File: config.mk
export PLATFORM = sky130hd
export DESIGN_NAME = im_port_arbiter_flat
export DESIGN_NICKNAME = d
export VERILOG_FILES = /design/src/rtl/im_port_arbiter_if.sv /design/src/rtl/im_port_arbiter.sv /design/src/flat_wrapper.sv
export SDC_FILE = /design/constraint.sdc
export NUM_CORES = 1
export LEC_CHECK = 0
export CAP_MARGIN = 20
export CORE_AREA = 2 2 79 81
export CTS_BUF_LIST = sky130_fd_sc_hd__clkbuf_4 sky130_fd_sc_hd__clkbuf_8
export CTS_CLUSTER_SIZE = 24
export DETAILED_ROUTE_END_ITERATION = 8
export DIE_AREA = 0 0 81 83
export PLACE_DENSITY = 0.79
export SLEW_MARGIN = 0
export SYNTH_ARGS = -nofsm -noshare
export SYNTH_HDL_FRONTEND = slang
export SYNTH_SLANG_ARGS = --single-unit
File: constraint.sdc
create_clock -name clk -period 1.99 [get_ports clk]
set_input_delay 0.2985 -clock clk [delete_from_list [all_inputs] [get_ports clk]]
set_output_delay 0.2985 -clock clk [all_outputs]
set_load 0.05 [all_outputs]
File: src/rtl/im_port_arbiter_if.sv
// Shared instruction-memory port bundle: fetch and loader requests
// on one side, the single-port memory on the other.
interface im_port_arbiter_if #(
  parameter int AW = 11,
  parameter int DW = 32
);
  logic          if_req;
  logic [AW-1:0] if_addr;
  logic          if_gnt;
  logic [DW-1:0] if_rdata;
  logic          if_rvalid;

  logic          ld_req;
  logic          ld_we;
  logic          ld_lock;
  logic [AW-1:0] ld_addr;
  logic [DW-1:0] ld_wdata;
  logic          ld_gnt;
  logic [DW-1:0] ld_rdata;
  logic          ld_rvalid;

  logic          mem_en;
  logic          mem_we;
  logic [AW-1:0] mem_addr;
  logic [DW-1:0] mem_wdata;
  logic [DW-1:0] mem_rdata;

  modport slave (
    input  if_req, if_addr,
    input  ld_req, ld_we, ld_lock,
    input  ld_addr, ld_wdata,
    input  mem_rdata,
    output if_gnt, if_rdata, if_rvalid,
    output ld_gnt, ld_rdata, ld_rvalid,
    output mem_en, mem_we,
    output mem_addr, mem_wdata
  );

  modport master (
    output if_req, if_addr,
    output ld_req, ld_we, ld_lock,
    output ld_addr, ld_wdata,
    output mem_rdata,
    input  if_gnt, if_rdata, if_rvalid,
    input  ld_gnt, ld_rdata, ld_rvalid,
    input  mem_en, mem_we,
    input  mem_addr, mem_wdata
  );
endinterface

File: src/rtl/im_port_arbiter.sv
// Fetch/loader arbiter for the single-port instruction memory,
// with loader starvation guard and locked burst ownership.
module im_port_arbiter #(
  parameter int AW         = 11,
  parameter int DW         = 32,
  parameter int STARVE_MAX = 8
) (
  input  logic              clk,
  input  logic              rst_n,
  im_port_arbiter_if.slave  bus
);

  typedef enum logic {
    ARB,
    LOCKED
  } state_t;

  typedef enum logic [1:0] {
    OWN_NONE,
    OWN_IF,
    OWN_LD
  } own_t;

  localparam logic [3:0] SMAX = 4'(STARVE_MAX);

  state_t     state;
  own_t       rd_owner;
  logic [3:0] starve_cnt;

  logic ld_win;
  logic if_gnt;
  logic ld_gnt;

  always_comb begin
    ld_win = 1'b0;
    unique case (state)
      LOCKED:  ld_win = bus.ld_req;
      default: ld_win = bus.ld_req &
                        (!bus.if_req |
                         (starve_cnt == SMAX));
    endcase
  end

  // grants are squashed while reset is held
  assign ld_gnt = rst_n & ld_win;
  assign if_gnt = rst_n & bus.if_req &
                  (state == ARB) & !ld_win;

  assign bus.if_gnt = if_gnt;
  assign bus.ld_gnt = ld_gnt;

  always_comb begin
    bus.mem_en    = 1'b0;
    bus.mem_we    = 1'b0;
    bus.mem_addr  = '0;
    bus.mem_wdata = '0;
    unique case (1'b1)
      if_gnt: begin
        bus.mem_en   = 1'b1;
        bus.mem_addr = bus.if_addr;
      end
      ld_gnt: begin
        bus.mem_en    = 1'b1;
        bus.mem_we    = bus.ld_we;
        bus.mem_addr  = bus.ld_addr;
        bus.mem_wdata = bus.ld_wdata;
      end
      default: ;
    endcase
  end

  always_ff @(posedge clk) begin
    if (!rst_n) begin
      state      <= ARB;
      starve_cnt <= '0;
      rd_owner   <= OWN_NONE;
    end else begin
      unique case (state)
        ARB: if (ld_gnt & bus.ld_lock)
          state <= LOCKED;
        LOCKED: if (!bus.ld_lock)
          state <= ARB;
        default: state <= ARB;
      endcase

      if (!bus.ld_req | ld_gnt)
        starve_cnt <= '0;
      else if (starve_cnt != SMAX)
        starve_cnt <= starve_cnt + 4'd1;

      if (if_gnt)
        rd_owner <= OWN_IF;
      else if (ld_gnt & !bus.ld_we)
        rd_owner <= OWN_LD;
      else
        rd_owner <= OWN_NONE;
    end
  end

  assign bus.if_rvalid = rst_n &
                         (rd_owner == OWN_IF);
  assign bus.ld_rvalid = rst_n &
                         (rd_owner == OWN_LD);
  assign bus.if_rdata  = bus.mem_rdata;
  assign bus.ld_rdata  = bus.mem_rdata;

endmodule
File: src/flat_wrapper.sv
// flat-port wrapper written by rule: the top's interface ports become plain ports
module im_port_arbiter_flat 
#(
  parameter int AW         = 11,
  parameter int DW         = 32,
  parameter int STARVE_MAX = 8
)
  (clk, rst_n, bus_if_req, bus_if_addr, bus_ld_req, bus_ld_we, bus_ld_lock, bus_ld_addr, bus_ld_wdata, bus_mem_rdata, bus_if_gnt, bus_if_rdata, bus_if_rvalid, bus_ld_gnt, bus_ld_rdata, bus_ld_rvalid, bus_mem_en, bus_mem_we, bus_mem_addr, bus_mem_wdata);
  im_port_arbiter_if #(.AW(AW), .DW(DW)) bus_i ();
  input  logic clk;
  input  logic rst_n;
  input wire logic [$bits(bus_i.if_req)-1:0] bus_if_req;
  input wire logic [$bits(bus_i.if_addr)-1:0] bus_if_addr;
  input wire logic [$bits(bus_i.ld_req)-1:0] bus_ld_req;
  input wire logic [$bits(bus_i.ld_we)-1:0] bus_ld_we;
  input wire logic [$bits(bus_i.ld_lock)-1:0] bus_ld_lock;
  input wire logic [$bits(bus_i.ld_addr)-1:0] bus_ld_addr;
  input wire logic [$bits(bus_i.ld_wdata)-1:0] bus_ld_wdata;
  input wire logic [$bits(bus_i.mem_rdata)-1:0] bus_mem_rdata;
  output wire logic [$bits(bus_i.if_gnt)-1:0] bus_if_gnt;
  output wire logic [$bits(bus_i.if_rdata)-1:0] bus_if_rdata;
  output wire logic [$bits(bus_i.if_rvalid)-1:0] bus_if_rvalid;
  output wire logic [$bits(bus_i.ld_gnt)-1:0] bus_ld_gnt;
  output wire logic [$bits(bus_i.ld_rdata)-1:0] bus_ld_rdata;
  output wire logic [$bits(bus_i.ld_rvalid)-1:0] bus_ld_rvalid;
  output wire logic [$bits(bus_i.mem_en)-1:0] bus_mem_en;
  output wire logic [$bits(bus_i.mem_we)-1:0] bus_mem_we;
  output wire logic [$bits(bus_i.mem_addr)-1:0] bus_mem_addr;
  output wire logic [$bits(bus_i.mem_wdata)-1:0] bus_mem_wdata;
  assign bus_i.if_req = bus_if_req;
  assign bus_i.if_addr = bus_if_addr;
  assign bus_i.ld_req = bus_ld_req;
  assign bus_i.ld_we = bus_ld_we;
  assign bus_i.ld_lock = bus_ld_lock;
  assign bus_i.ld_addr = bus_ld_addr;
  assign bus_i.ld_wdata = bus_ld_wdata;
  assign bus_i.mem_rdata = bus_mem_rdata;
  assign bus_if_gnt = bus_i.if_gnt;
  assign bus_if_rdata = bus_i.if_rdata;
  assign bus_if_rvalid = bus_i.if_rvalid;
  assign bus_ld_gnt = bus_i.ld_gnt;
  assign bus_ld_rdata = bus_i.ld_rdata;
  assign bus_ld_rvalid = bus_i.ld_rvalid;
  assign bus_mem_en = bus_i.mem_en;
  assign bus_mem_we = bus_i.mem_we;
  assign bus_mem_addr = bus_i.mem_addr;
  assign bus_mem_wdata = bus_i.mem_wdata;
  im_port_arbiter #(.AW(AW), .DW(DW), .STARVE_MAX(STARVE_MAX)) u_core (.clk(clk), .rst_n(rst_n), .bus(bus_i));
endmodule
==> results of run 1 <==
[through the flow]
step,power (uW),std cells,setup WS (ns)
3_5_place_dp,671,296,0.00680
3_3_place_gp,666,296,-0.0000431
2_1_floorplan,736,181,-0.113
5_1_grt,1030,311,-0.111
4_1_cts,945,306,-0.0477
6_report,988,311,-0.0724
[sequential cells by signal (all words and copies together), names as in the netlist]
signal / count
u_core.state: 1
u_core.starve_cnt: 4
u_core.rd_owner: 2
[cell usage after synthesis]
| master | number | area [sq um] |
|---|---|---|
| o22ai_1 | 3 | 18.8 |
| a21oi_1 | 2 | 10.0 |
| inv_2 | 1 | 3.75 |
| buf_4 | 65 | 488 |
| inv_1 | 2 | 7.51 |
| nor3b_1 | 2 | 15.0 |
| nand2_1 | 24 | 90.1 |
| clkbuf_1 | 5 | 18.8 |
| o211a_1 | 1 | 10.0 |
| nor2_1 | 6 | 22.5 |
| o22ai_2 | 8 | 100 |
| nor3_1 | 2 | 10.0 |
| ha_1 | 2 | 25.0 |
| dfxtp_1 | 7 | 140 |
| and3b_4 | 1 | 12.5 |
| a21o_1 | 1 | 7.51 |
| and3_1 | 33 | 206 |
| nand2b_1 | 2 | 12.5 |
| buf_2 | 1 | 5.00 |
| o21ai_2 | 1 | 8.76 |
| nand3_1 | 3 | 15.0 |
| or2_0 | 1 | 6.26 |
| or2b_1 | 1 | 7.51 |
| buf_6 | 4 | 45.0 |
| o21a_4 | 1 | 15.0 |
| nor2b_1 | 1 | 6.26 |
| nand3b_1 | 1 | 7.51 |
[cell families (layout without fill, tap and decap cells)]
kind of cell,count (synthesis),after routing,synth area share [%]
buffers and inverters,78,131,43.2
and+or+nand+nor,77,77,31.3
adders and majority gates,2,2,1.90
AOI/OAI and AO/OA,17,19,12.9
DFF,7,7,10.7
[routing by layer]
layer | GRT usage, % | vias to the layer above | share of wire [%]
li1 | - | 663 | -
met1 | 14.1 | 642 | 32
met2 | 26.5 | 80 | 58
met3 | 4.46 | 18 | 7.6
met4 | 4.47 | 0 | 1.9
met5 | 0 | - | 0
[worst max path at each step]
| stage | startpoint | endpoint | slack, ns | cells after the start |
|---|---|---|---|---|
| after floorplan | u_core.starve_cnt[0]$_SDFFE_PP0N_ | bus_mem_addr[2] | -0.11 | 5 |
| after global placement | bus_if_req | bus_mem_addr[2] | -0.00004 | 6 |
| after detailed placement | bus_if_req | bus_mem_addr[6] | 0.007 | 6 |
| after CTS | u_core.starve_cnt[1]$_SDFFE_PP0N_ | bus_mem_wdata[27] | -0.05 | 6 |
| after global routing | u_core.starve_cnt[0]$_SDFFE_PP0N_ | bus_mem_addr[8] | -0.11 | 8 |
| final | u_core.starve_cnt[0]$_SDFFE_PP0N_ | bus_mem_addr[7] | -0.07 | 8 |
[power by group through the flow]
stage / Combinational (uW) / Clock [uW] / Sequential (uW)
after floorplan: 587 / 0 / 149
after global placement: 517 / 0 / 149
after detailed placement: 521 / 0 / 150
after CTS: 576 / 222 / 147
after global routing: 646 / 232 / 147
final: 618 / 222 / 147
[layout make-up]
cell class,instances,area [sq um]
multi-input cells,98,858
inverters,3,11.3
well taps,75,93.8
repair buffers,124,1670
flip-flops and latches,7,143
clock buffers,4,48.8
fillers,559,2990
[critical path: cells and delay by family, from the launching register on]
kind	cells	cell delay [ns]
and+or+nand+nor	1	0.20
adders and majority gates	1	0.15
AOI/OAI and AO/OA	2	0.32
DFF	1	0.33
buffers and inverters	4	0.53
[repair_timing]
item,4_1_cts,5_1_grt
pin swaps,3,19
endpoints found under the setup margin,46,46
buffers inserted,5,2
cloned,1,3
gates resized for setup,29,29
hold endpoints to repair,0,0
==> impl_metrics.csv, run 1 <==
group,metric,value,unit
critical_path,worst_r2r_startpoint,"u_core.starve_cnt[0]$_SDFFE_PP0N_",
grt,first_global_vias,1386,
worst_hold_path,hold_start,"u_core.starve_cnt[3]$_SDFFE_PP0N_",
finish,final_cell_area,2820,sq um
yosys,post_synth_instance_area,1320,sq um
sta,rsz_0062_raised_after_global_routing,"yes",
yosys,instance_count_of_the_mapped_netlist,181,
yosys,synth_seq_area_share,10.7,%
floorplanning,die-area,6720,sq um
yosys,synth_seq_cells,7,
drt,dr_total_vias,1403,
floorplanning,die_height,83,microns
finish,post-route-util,48.5,%
place,io_buffers,108,
status,run_status,"complete, but fails checks",
sta,worst_pin_slew,0.351,ns
critical_path,critPathArrivalTime,1.76,ns
drt,via_per_inst,4.51,
place,gp_routability_congestion,0.699,
floorplanning,io-pin-count,205,
pwr,power_frac_clock,22.5,%
sta,worst_hold_slack,0.506,ns
sta,achievable-frequency,485,MHz
sta,final-hold-violation-count,0,
drt,drcViolationCount,0,
clocking,cts_tree,"yes",
finish,layout_common_cells,"clkdlybuf4s50_1 (57), buf_12 (40), nand2_1 (24), and3_1 (17), and3_4 (16)",
critical_path,critPathLaunchType,"register",
sta,max-slew-margin-rel,76.6,%
place,placed_instance_area,2370,sq um
critical_path,r2r.worst_path.cells,7,
pwr,internal-power,616,uW
pwr,power-per-cell-area,350,nW/um^2
status,failed_checks,"setup timing",
worst_hold_path,whs_path_depth,2,
finish,final_net_count,331,
worst_hold_path,min-delay-path-class,"register to register",
pwr,ir_worst_vdd,0.261,mV
finish,layout_commonest_cell,"clkdlybuf4s50_1",
pwr,share_of_power_burned_in_registers,14.9,%
critical_path,cell_with_the_most_instances_on_the_worst_path,"buf_6",
pwr,part_of_the_power_in_combinational_logic,62.6,%
floorplanning,starting_density,22.6,%
grt,wire_length_of_the_first_global_routing_pass,7370,microns
clocking,cts-hold-fix-buffers,0,
pwr,sw_frac_of_total,37.6,%
clocking,clock_tree.root_cell,"clkbuf_8",
critical_path,criticalPathCategory,"register to primary output",
sta,finClkSkew,0.00269,ns
clocking,cts-buffers-inserted,3,
sta,final_critical_path_setup_slack,-0.0724,ns
pwr,total_leakage_power,0.00117,uW
pwr,p_sw,372,uW
sta,post-route-period-util,104,%
worst_hold_path,holdPathEnd,"u_core.starve_cnt[3]$_SDFFE_PP0N_",
sta,tns,-0.703,ns
finish,final_layout_size_suffix_gt1_share,47.5,%
clocking,cts-htree-levels,1,
sta,finalCriticalPeriod,2.06,ns
clocking,cts-root-to-sink-buffers,2,
floorplanning,core-area,5820,sq um
critical_path,setup.worst_path.end_class,"primary output",
yosys,synth.yosys.warnings,0,
grt,antenna_found_initial,0,
yosys,syn_avg_cell_area,7.27,sq um
yosys,ys_types,27,
finish,antenna_cells,0,
clocking,worst_skew_pair_later_pin_latency,0.23,ns
drt,drt-total-wl,5410,microns
grt,grt.total_usage,14.0,%
sta,setup_viol,12,
sta,final_max_slew_viol_count,0,
floorplanning,core.rowCount,28,
critical_path,timing.critical_path.required,1.69,ns
grt,maximum_number_of_pins_on_one_net_before_global_route_repair,37,
critical_path,cp_cell_sequence,"inv_2, ha_4, and3b_4, buf_6, o21ai_4, clkbuf_16, o22ai_4, buf_6",
drt,drt.antenna.violating_nets,0,
clocking,clkSlewWorstSetupHoldPaths,0.04,ns
drt,detailedRoute.firstIterationViolations,36,
drt,routedWlPerCell,17.4,microns
critical_path,crit_slowest_cell,"dfxtp_2",
clocking,cts.sink_count,7,
critical_path,critPathMaxFanout,5,
yosys,postSynthNetCount,275,
place,place_hpwl,3740,microns
grt,globalRoute.totalOverflow,0,
drt,drt_pre_antenna_iters,4,
run,max_cap_violations,0,
floorplanning,width_of_the_chip,81,microns
critical_path,critPathMaxStageDelay,0.33,ns
critical_path,worst-r2r-setup-slack,0.45,ns
finish,flow.area_growth_from_synthesis,115,%
critical_path,crit-reg2reg-capture,"u_core.state$_SDFF_PN0_",
No activity file was read; power rests on OpenSTA's default activity.
==> run 2: changes to the inputs <==
--- a/config.mk
+++ b/config.mk
@@ -9,3 +9,3 @@
 export CORE_AREA = 2 2 79 81
-export CTS_BUF_LIST = sky130_fd_sc_hd__clkbuf_4 sky130_fd_sc_hd__clkbuf_8
+export CTS_BUF_LIST = sky130_fd_sc_hd__clkbuf_8
 export CTS_CLUSTER_SIZE = 24
==> constraint.sdc (replaced) <==
create_clock -name clk -period 1.99 [get_ports clk]
set_input_delay 0.398 -clock clk [delete_from_list [all_inputs] [get_ports clk]]
set_output_delay 0.398 -clock clk [all_outputs]
set_load 0.05 [all_outputs]
==> run 2 against run 1 <==
The run still ends with setup timing left. Via count is 1.5% lower. Hold slack worse by 0.0071 ns. Register-to-register slack worse by 0.02 ns. Fmax is 2.8% lower. Cell count is 0.96% higher. Clock-buffer cell count is 1 lower. Critical path type unchanged. Clock skew is 0.00085 ns lower.
==> impl_metrics.csv, run 2 (synthesis gave the netlist of run 1 again) <==
group,metric,value,unit
sta,post-route-period-util,107,%
drt,via_per_inst,4.40,
drt,drt.antenna.violating_nets,0,
critical_path,worst-r2r-setup-slack,0.43,ns
sta,worst_hold_slack,0.499,ns
pwr,sw_frac_of_total,38.3,%
floorplanning,starting_density,22.6,%
floorplanning,core-area,5820,sq um
status,run_status,"complete, but fails checks",
clocking,cts-buffers-inserted,3,
finish,layout_common_cells,"clkdlybuf4s50_1 (56), buf_12 (40), and3_4 (33), nand2_1 (24), buf_6 (17)",
critical_path,critPathLaunchType,"register",
drt,dr_total_vias,1382,
drt,dr_wl_met2,3120,microns
finish,largest_reg_flops,4,
pwr,power-per-cell-area,338,nW/um^2
grt,maximum_number_of_pins_on_one_net_before_global_route_repair,60,
pwr,share_of_power_burned_in_registers,14.9,%
clocking,clock_tree.root_cell,"clkbuf_8",
sta,tns,-4.56,ns
floorplanning,width_of_the_chip,81,microns
drt,drcViolationCount,0,
clocking,worst_skew_pair_later_pin_latency,0.24,ns
finish,layout_commonest_cell,"clkdlybuf4s50_1",
grt,globalRoute.totalOverflow,0,
clocking,clkSlewWorstSetupHoldPaths,0.04,ns
critical_path,cp_cell_sequence,"inv_2, ha_4, and3b_4, a21o_4, buf_12, o22ai_2, buf_6",
drt,drt_pre_antenna_iters,4,
place,placedCellCount,296,
critical_path,critPathMaxFanout,6,
critical_path,timing.critical_path.required,1.59,ns
finish,finalNonFillerCells,314,
place,gp_routability_congestion,0.672,
critical_path,critPathMaxStageDelay,0.33,ns
drt,routed.top_layer,"met4",
clocking,cts-htree-levels,1,
sta,final-hold-violation-count,0,
critical_path,criticalPathCategory,"register to primary output",
status,failed_checks,"setup timing",
pwr,part_of_the_power_in_combinational_logic,64.4,%
grt,wire_length_of_the_first_global_routing_pass,8430,microns
critical_path,cpLargestDelayFamily,"compound AO/OA/AOI/OAI gates",
sta,final_critical_path_setup_slack,-0.132,ns
drt,routedLengthMet1,1780,microns
pwr,internal-power,608,uW
critical_path,critPathArrivalTime,1.72,ns
finish,max_flop_register,"u_core.starve_cnt",
sta,achievable-frequency,471,MHz
floorplanning,die_height,83,microns
place,place_hpwl,3660,microns
pwr,total_leakage_power,0.00114,uW
critical_path,setup.worst_path.end_class,"primary output",
drt,wl_met3,484,microns
clocking,cts-hold-fix-buffers,0,
pwr,power_frac_clock,20.6,%
floorplanning,io-pin-count,205,
finish,final_layout_size_suffix_gt1_share,55.2,%
clocking,cts.sink_count,7,
floorplanning,die-area,6720,sq um
sta,worst_pin_slew,0.371,ns
grt,first_global_vias,1529,
drt,routedWlPerCell,17.5,microns
finish,flow.area_growth_from_synthesis,122,%
drt,detailedRoute.firstIterationViolations,21,
worst_hold_path,min-delay-path-class,"register to register",
sta,final_max_slew_viol_count,0,
critical_path,crit_slowest_cell,"dfxtp_2",
grt,antenna_found_initial,0,
clocking,cts-root-to-sink-buffers,2,
sta,setup_viol,45,
floorplanning,core.rowCount,28,
finish,layout_top_registers,"u_core.starve_cnt: 4 flops, u_core.rd_owner: 2 flops, u_core.state: 1 flops",
finish,antenna_cells,0,
sta,finalCriticalPeriod,2.12,ns
finish,n_fill_cell,522,
finish,final_net_count,334,
critical_path,bufs_and_invs_on_worst_path,3,
sta,finClkSkew,0.00183,ns
pwr,ir_worst_vdd,0.215,mV
grt,grt.total_usage,16.4,%
sta,rsz_0062_raised_after_global_routing,"yes",
drt,drt-total-wl,5490,microns
clocking,cts_tree,"yes",
place,io_buffers,108,
run,max_cap_violations,0,
pwr,p_sw,377,uW
sta,max-slew-margin-rel,75.3,%
run 2: power groups by stage:
stage	Sequential, uW	Combinational [uW]	Clock [uW]
floorplan	149	594	0
CTS	147	635	208
detailed placement	149	527	0
global placement	149	523	0
global route	147	664	214
finish	147	634	203
run 2: per-stage QoR:
| step | total power (uW) | instance area (sq um) | setup slack (ns) | utilization, % |
|---|---|---|---|---|
| after floorplan | 742 | 1340 | -0.212 | - |
| after global routing | 1030 | 2910 | -0.157 | 50.1 |
| after global placement | 672 | 2380 | -0.183 | 41.0 |
| final | 984 | 2910 | -0.132 | 50.1 |
| after CTS | 990 | 2910 | -0.119 | 50.1 |
| after detailed placement | 676 | 2380 | -0.174 | 41.0 |
run 2: path summary, 6_finish.rpt:
check | start | to | cells after the start
setup reg to reg | u_core.starve_cnt[1]$_SDFFE_PP0N_ | u_core.state$_SDFF_PN0_ | 7
hold / removal | u_core.starve_cnt[3]$_SDFFE_PP0N_ | u_core.starve_cnt[3]$_SDFFE_PP0N_ | 2
setup / recovery | u_core.starve_cnt[1]$_SDFFE_PP0N_ | bus_mem_addr[6] | 7
hold reg to reg | u_core.starve_cnt[3]$_SDFFE_PP0N_ | u_core.starve_cnt[3]$_SDFFE_PP0N_ | 2
run 2: layer usage:
| layer | up-vias | track usage, % |
|---|---|---|
| met4 | 0 | 5.24 |
| met2 | 84 | 31.5 |
| met1 | 620 | 16.4 |
| met3 | 15 | 4.46 |
| li1 | 663 | - |
| met5 | - | 0 |
run 2: worst reg2reg max path: stages, from the launching register on:
cell	delay [ns]
dfxtp_2	0.33
inv_2	0.05
ha_4	0.16
and3b_4	0.20
buf_4	0.15
o21a_4	0.24
buf_4	0.15
o211a_1	0.19
run 2: final cells by class:
| class | instances | area (sq um) | area share [%] |
|---|---|---|---|
| timing repair buffer | 126 | 1670 | 57.3 |
| sequential | 7 | 143 | 4.89 |
| multi-input combinational | 99 | 951 | 32.6 |
| tap | 75 | 93.8 | 3.22 |
| clock buffer | 3 | 41.3 | 1.42 |
| clock inverter | 1 | 3.75 | 0.129 |
| inverter | 3 | 11.3 | 0.386 |
run 2: repair_timing:
action                                  4_1_cts  5_1_grt
gates cloned                                  5        0
pin swaps                                    23        3
endpoints found under the setup margin       46       46
gates resized for setup                      75        2
buffers inserted                              8        2
